==> src/rtl/if_stage.sv <==
// Instruction-fetch stage: owns the PC, issues single-outstanding imem requests and
// buffers responses in a one-entry skid so decode back-pressure never loses an instruction.
module if_stage #(
    parameter logic [31:0] RESET_PC = 32'h8000_0000,
    parameter logic [31:0] NOP_INST = 32'h0000_0033
) (
    input  logic        clk,
    input  logic        rst_n,
    input  logic        br_jmp_flag,
    input  logic [31:0] br_target,
    input  logic        exception_flag,
    input  logic [31:0] mtvec,
    input  logic        mret_flag_in,
    input  logic [31:0] mepc,
    input  logic        exception_stalled,
    input  logic        ds_allowin,
    output logic        fs_to_ds_valid,
    output logic [63:0] if_id_bus_out,
    output logic [5:0]  exception_code_fd,
    output logic        inst_req,
    output logic [31:0] inst_addr,
    input  logic        inst_gnt,
    input  logic        inst_rvalid,
    input  logic [31:0] inst_rdata
);

    localparam logic [1:0] S_IDLE = 2'd0;
    localparam logic [1:0] S_REQ  = 2'd1;
    localparam logic [1:0] S_WAIT = 2'd2;

    logic [1:0]  state, state_next;
    logic [31:0] fetch_pc, req_addr, redirect_pc;
    logic        discard, exc_pend;
    logic        out_v, skid_v;
    logic [63:0] out_bus, skid_bus, resp_bus;
    logic [5:0]  out_code;
    logic        redirect, flush, resp_in, accept, drain, out_free;
    logic        skid_v_next, issue_ok, new_req, exc_load;

    always_comb begin
        redirect = exception_flag | mret_flag_in | br_jmp_flag;
        if (exception_flag)
            redirect_pc = mtvec;
        else if (mret_flag_in)
            redirect_pc = mepc;
        else
            redirect_pc = br_target;
    end

    assign flush       = redirect | exception_stalled;
    assign resp_in     = (state == S_WAIT) && inst_rvalid;
    assign accept      = resp_in && !discard && !flush;
    assign resp_bus    = {inst_rdata, req_addr};
    assign drain       = out_v && ds_allowin;
    assign out_free    = !out_v || drain;
    assign skid_v_next = out_free ? (skid_v && accept) : (skid_v || accept);
    assign exc_load    = out_free && !skid_v && !accept && exc_pend;

    // A new request may only go out if its response is guaranteed a free slot.
    assign issue_ok  = rst_n && !flush && (fetch_pc[1:0] == 2'b00) && !skid_v_next;
    assign new_req   = issue_ok && ((state == S_IDLE) || resp_in);
    assign inst_req  = (state == S_REQ) || new_req;
    assign inst_addr = (state == S_REQ) ? req_addr : fetch_pc;

    assign fs_to_ds_valid    = out_v;
    assign if_id_bus_out     = out_bus;
    assign exception_code_fd = out_code;

    always_comb begin
        state_next = state;
        case (state)
            S_IDLE:  if (new_req) state_next = inst_gnt ? S_WAIT : S_REQ;
            S_REQ:   if (inst_gnt) state_next = S_WAIT;
            S_WAIT:  if (inst_rvalid) state_next = new_req ? (inst_gnt ? S_WAIT : S_REQ) : S_IDLE;
            default: state_next = S_IDLE;
        endcase
    end

    // A stall that kills a live response rewinds the PC so that instruction is refetched.
    always_ff @(posedge clk or negedge rst_n) begin
        if (!rst_n) begin
            state    <= S_IDLE;
            fetch_pc <= RESET_PC;
            req_addr <= RESET_PC;
            discard  <= 1'b0;
            exc_pend <= 1'b0;
        end else begin
            state <= state_next;
            if (new_req)
                req_addr <= fetch_pc;
            if (redirect)
                fetch_pc <= redirect_pc;
            else if (exception_stalled && (state == S_WAIT) && !discard)
                fetch_pc <= req_addr;
            else if (inst_req && inst_gnt && !exception_stalled && !((state == S_REQ) && discard))
                fetch_pc <= fetch_pc + 32'd4;
            if (flush && ((state == S_REQ) || ((state == S_WAIT) && !inst_rvalid)))
                discard <= 1'b1;
            else if (resp_in)
                discard <= 1'b0;
            if (redirect)
                exc_pend <= (redirect_pc[1:0] != 2'b00);
            else if (!exception_stalled && exc_load)
                exc_pend <= 1'b0;
        end
    end

    // Output register refills from the skid first, then a fresh response, then a fetch fault.
    always_ff @(posedge clk or negedge rst_n) begin
        if (!rst_n) begin
            out_v    <= 1'b0;
            out_bus  <= 64'd0;
            out_code <= 6'd0;
            skid_v   <= 1'b0;
            skid_bus <= 64'd0;
        end else if (flush) begin
            out_v  <= 1'b0;
            skid_v <= 1'b0;
        end else if (out_free) begin
            if (skid_v) begin
                out_v    <= 1'b1;
                out_bus  <= skid_bus;
                out_code <= 6'd0;
                skid_v   <= accept;
                if (accept)
                    skid_bus <= resp_bus;
            end else if (accept) begin
                out_v    <= 1'b1;
                out_bus  <= resp_bus;
                out_code <= 6'd0;
            end else if (exc_load) begin
                out_v    <= 1'b1;
                out_bus  <= {NOP_INST, fetch_pc};
                out_code <= 6'b100000;
            end else begin
                out_v <= 1'b0;
            end
        end else if (accept) begin
            skid_v   <= 1'b1;
            skid_bus <= resp_bus;
        end
    end

endmodule

==> config.mk <==
export PLATFORM = sky130hd
export DESIGN_NAME = if_stage
export DESIGN_NICKNAME = d
export VERILOG_FILES = /design/src/rtl/if_stage.sv
export SDC_FILE = /design/constraint.sdc
export NUM_CORES = 1
export LEC_CHECK = 0
export CORE_UTILIZATION = 51
export DETAILED_ROUTE_END_ITERATION = 8
export GPL_ROUTABILITY_DRIVEN = 0
export GPL_TIMING_DRIVEN = 0
export PLACE_DENSITY = 0.87
export SETUP_SLACK_MARGIN = 0.2
export SLEW_MARGIN = 25
export SYNTH_ARGS = -nofsm -noshare
export SYNTH_HDL_FRONTEND = slang
export SYNTH_SLANG_ARGS = --single-unit
==> constraint.sdc <==
create_clock -name clk -period 2.83 [get_ports clk]
set_input_delay 0.4245 -clock clk [delete_from_list [all_inputs] [get_ports clk]]
set_output_delay 0.4245 -clock clk [all_outputs]
set_load 0.02 [all_outputs]
==> flow_metrics.env <==
export IMPL_drv_slew=0
export IMPL_wl_per_cell_um=20.4
export IMPL_grt_usage_pct=31.0
export IMPL_worstSetupStartpoint="exception_flag"
export IMPL_async_reset_ff_share_pct=100
export IMPL_power_leakage_nw=6.13
export IMPL_dieWidth_um=145
export IMPL_busiest_layer="met2"
export IMPL_rrSetupSlack_ns=0.33
export IMPL_cp_depth=7
export IMPL_hold_violations=21
export IMPL_mostFrequentLayoutCell="clkdlybuf4s50_1"
export IMPL_outcome="finished, violations left"
export IMPL_r2r_end="fetch_pc[16]"
export IMPL_crit_type="in -> out"
export IMPL_coreArea_um2=20200
export IMPL_synth_area_um2=10500
export IMPL_r2r_cells=8
export IMPL_layout_drive_gt1_share_pct=17.8
export IMPL_relSlewSlack_pct=36.7
export IMPL_slowest_stage="clkdlybuf4s50_1"
export IMPL_fin_skew_ns=0.0155
export IMPL_cts_sinks=199
export IMPL_numCtsBuffers=17
export IMPL_path_clk_slew_ns=0.07
export IMPL_critPathMaxFanout=10
export IMPL_finalNetCount=1450
export IMPL_maxCapViolCount=0
export IMPL_routed_via_count=9625
export IMPL_num_io_pins=241
export IMPL_syn_avg_cell_area_um2=10.0
export IMPL_tightest_slew_ns=0.946
export IMPL_min_period_ns=2.66
export IMPL_fin_crit_sh_pct=94.0
export IMPL_cts_tree="built"
export IMPL_fp_dieH_um=145
export IMPL_path_delay_family="buffers and inverters"
export IMPL_grt_pass1_wl_mm=51.3
export IMPL_yosysWarnings=0
export IMPL_fp_row_count=52
export IMPL_ys_seq_area_share_pct=47.5
export IMPL_cp_num_buf_inv=4
export IMPL_worstHoldPathType="in -> async"
export IMPL_yosys_top_cells_area="dfrtp_1, mux2_2, a21oi_1, mux2i_1, nand2_1"
export IMPL_synth_top_cell_area_share_pct=47.0
export IMPL_post_route_util_pct=69.4
export IMPL_postRouteWirelength_mm=32.5
export IMPL_grt_overflow=0
export IMPL_worstReg2RegStart="state[0]"
export IMPL_numPortBuffers=234
export IMPL_htree_levels=4
export IMPL_cp_cell_sequence="clkdlybuf4s50_1, buf_4, or4_4, buf_6, nor3b_4, or2_2, buf_2"
export IMPL_fillers=1506
export IMPL_start_util_pct=52.0
export IMPL_setup_violations=0
export IMPL_synth_cells=1046
export IMPL_worstSetupStartpointType="primary input"
export IMPL_grt_pass1_vias=9644
export IMPL_yosys_most_used_dff="dfrtp_1"
export IMPL_cts_root_buf="clkbuf_16"
export IMPL_crit_path_max_incr_delay_ns=0.46
export IMPL_power_density_nw_per_um2=529
export IMPL_detail_route_antenna_nets=0
export IMPL_synth_cell_types=65
export IMPL_synth_edf_count=0
export IMPL_postLayoutCellArea_um2=14000
export IMPL_ys_ff_latch=199
export IMPL_groute_layer_met3_usage_pct=6.11
export IMPL_end_kind="output port"
export IMPL_dr_pass1_iters=5
export IMPL_drt_vias_per_instance=6.03
export IMPL_die_area_um2=21100
export IMPL_grt_util_met1_pct=39.5
export IMPL_drc=0
export IMPL_drt_initial_drc_count=876
export IMPL_clk_latency_ns=0.45
export IMPL_vdd_drop_max_mv=0.465
export IMPL_dpl_hpwl_mm=23.3
export IMPL_grt_antenna_before_repair=1
export IMPL_yosys_area_top_type="dfrtp_1"
export IMPL_rsz0062_at_grt="true"
export IMPL_post_place_ws_ns=-0.743
export IMPL_fmax_ghz=0.376
export IMPL_place_area_um2=13200
export IMPL_cp_data_required_time_ns=2.41
export IMPL_synthToLayoutAreaGrowth_pct=33.4
export IMPL_grt_max_degree=72
export IMPL_layout_common_cells="clkdlybuf4s50_1, dfrtp_1, mux2_2"
export IMPL_violations="hold timing"
export IMPL_clk_path_buf_depth=2
export IMPL_critical_path_arrival_ns=2.24
export IMPL_whs_ns=-0.0107
export IMPL_gr_usage_met2_pct=50.2
export IMPL_worst_slack_ns=0.170
sequential cells by signal (all words and copies together) (netlist names):
| register | flops |
|---|---|
| skid_v | 1 |
| state | 2 |
| skid_bus | 64 |
| fetch_pc | 32 |
| fs_to_ds_valid | 1 |
| discard | 1 |
| exception_code_fd | 1 |
| req_addr | 32 |
| exc_pend | 1 |
| if_id_bus_out | 64 |
final cells by class:
type | count | area (um2) | area share, %
multi-input combinational | 754 | 5080 | 36.3
sequential | 199 | 4980 | 35.6
timing repair buffer | 243 | 2440 | 17.4
buffer | 92 | 527 | 3.76
clock buffer | 17 | 425 | 3.04
tap | 270 | 338 | 2.41
clock inverter | 15 | 173 | 1.23
inverter | 5 | 18.8 | 0.134
antenna | 1 | 2.50 | 0.0179
through the flow:
stage	total power [W]	TNS, ns	hold slack, ns	std cells
2_1_floorplan	0.00413	0	0.129	1050
3_3_place_gp	0.00495	-1811.97	0.463	1554
3_5_place_dp	0.00500	-32.19	0.436	1556
4_1_cts	0.00740	0	0.00120	1593
5_1_grt	0.00767	0	0.0128	1596
6_report	0.00740	0	-0.0107	1596
power by group:
| part | leakage [nW] | total [W] | switching, W | internal (W) |
|---|---|---|---|---|
| registers | 2.65 | 0.00336 | 0.000262 | 0.00310 |
| clock network | 0.289 | 0.00244 | 0.00124 | 0.00120 |
| logic | 3.19 | 0.00160 | 0.000823 | 0.000779 |
| total | 6.13 | 0.00740 | 0.00232 | 0.00508 |
cells in the mapped netlist, types with 9 or more instances:
cell type	n
a221oi_1	11
o211ai_1	9
a31oi_1	13
dfrtp_1	197
mux2i_1	44
clkbuf_1	53
nor2_1	84
and3_1	35
o21ai_0	71
a21oi_1	89
o21ai_1	27
buf_2	20
mux2_2	119
nand3_1	12
a22oi_1	24
nand2_1	107
cells by family after synthesis:
logic type,Yosys count,synth area share [%]
buffers and inverters,97,4.58
other,1,0.0358
flip-flops,199,47.5
multiplexers,170,17.7
XOR/XNOR,2,0.167
adder cells (fa/ha/maj),2,0.215
AO/OA/AOI/OAI,293,17.0
AND/OR/NAND/NOR,282,12.7
metal layers:
layer  wire, um  up-vias
met1      12900     4659
met3       2700      104
li1           -     4331
met5          0        -
met2      15400      531
met4       1470        0
how the worst max path moves through the flow:
stage	end	slack [ns]
4_1_cts	inst_req	0.02
3_5_place_dp	inst_req	-0.74
6_report	inst_req	0.17
5_1_grt	inst_req	0.13
2_1_floorplan	fetch_pc[29]	0.65
3_3_place_gp	inst_req	-7.09
repair_timing:
| action | in CTS | in global routing |
|---|---|---|
| hold buffers | 4 | 0 |
| setup endpoints to repair | 72 | 53 |
| setup buffers | 1 | 2 |
| pin swaps | 1 | 0 |
| hold endpoints to repair | 71 | 0 |
| gates resized for setup | 62 | 49 |
Note: power is estimated with default switching activity, not from simulation.
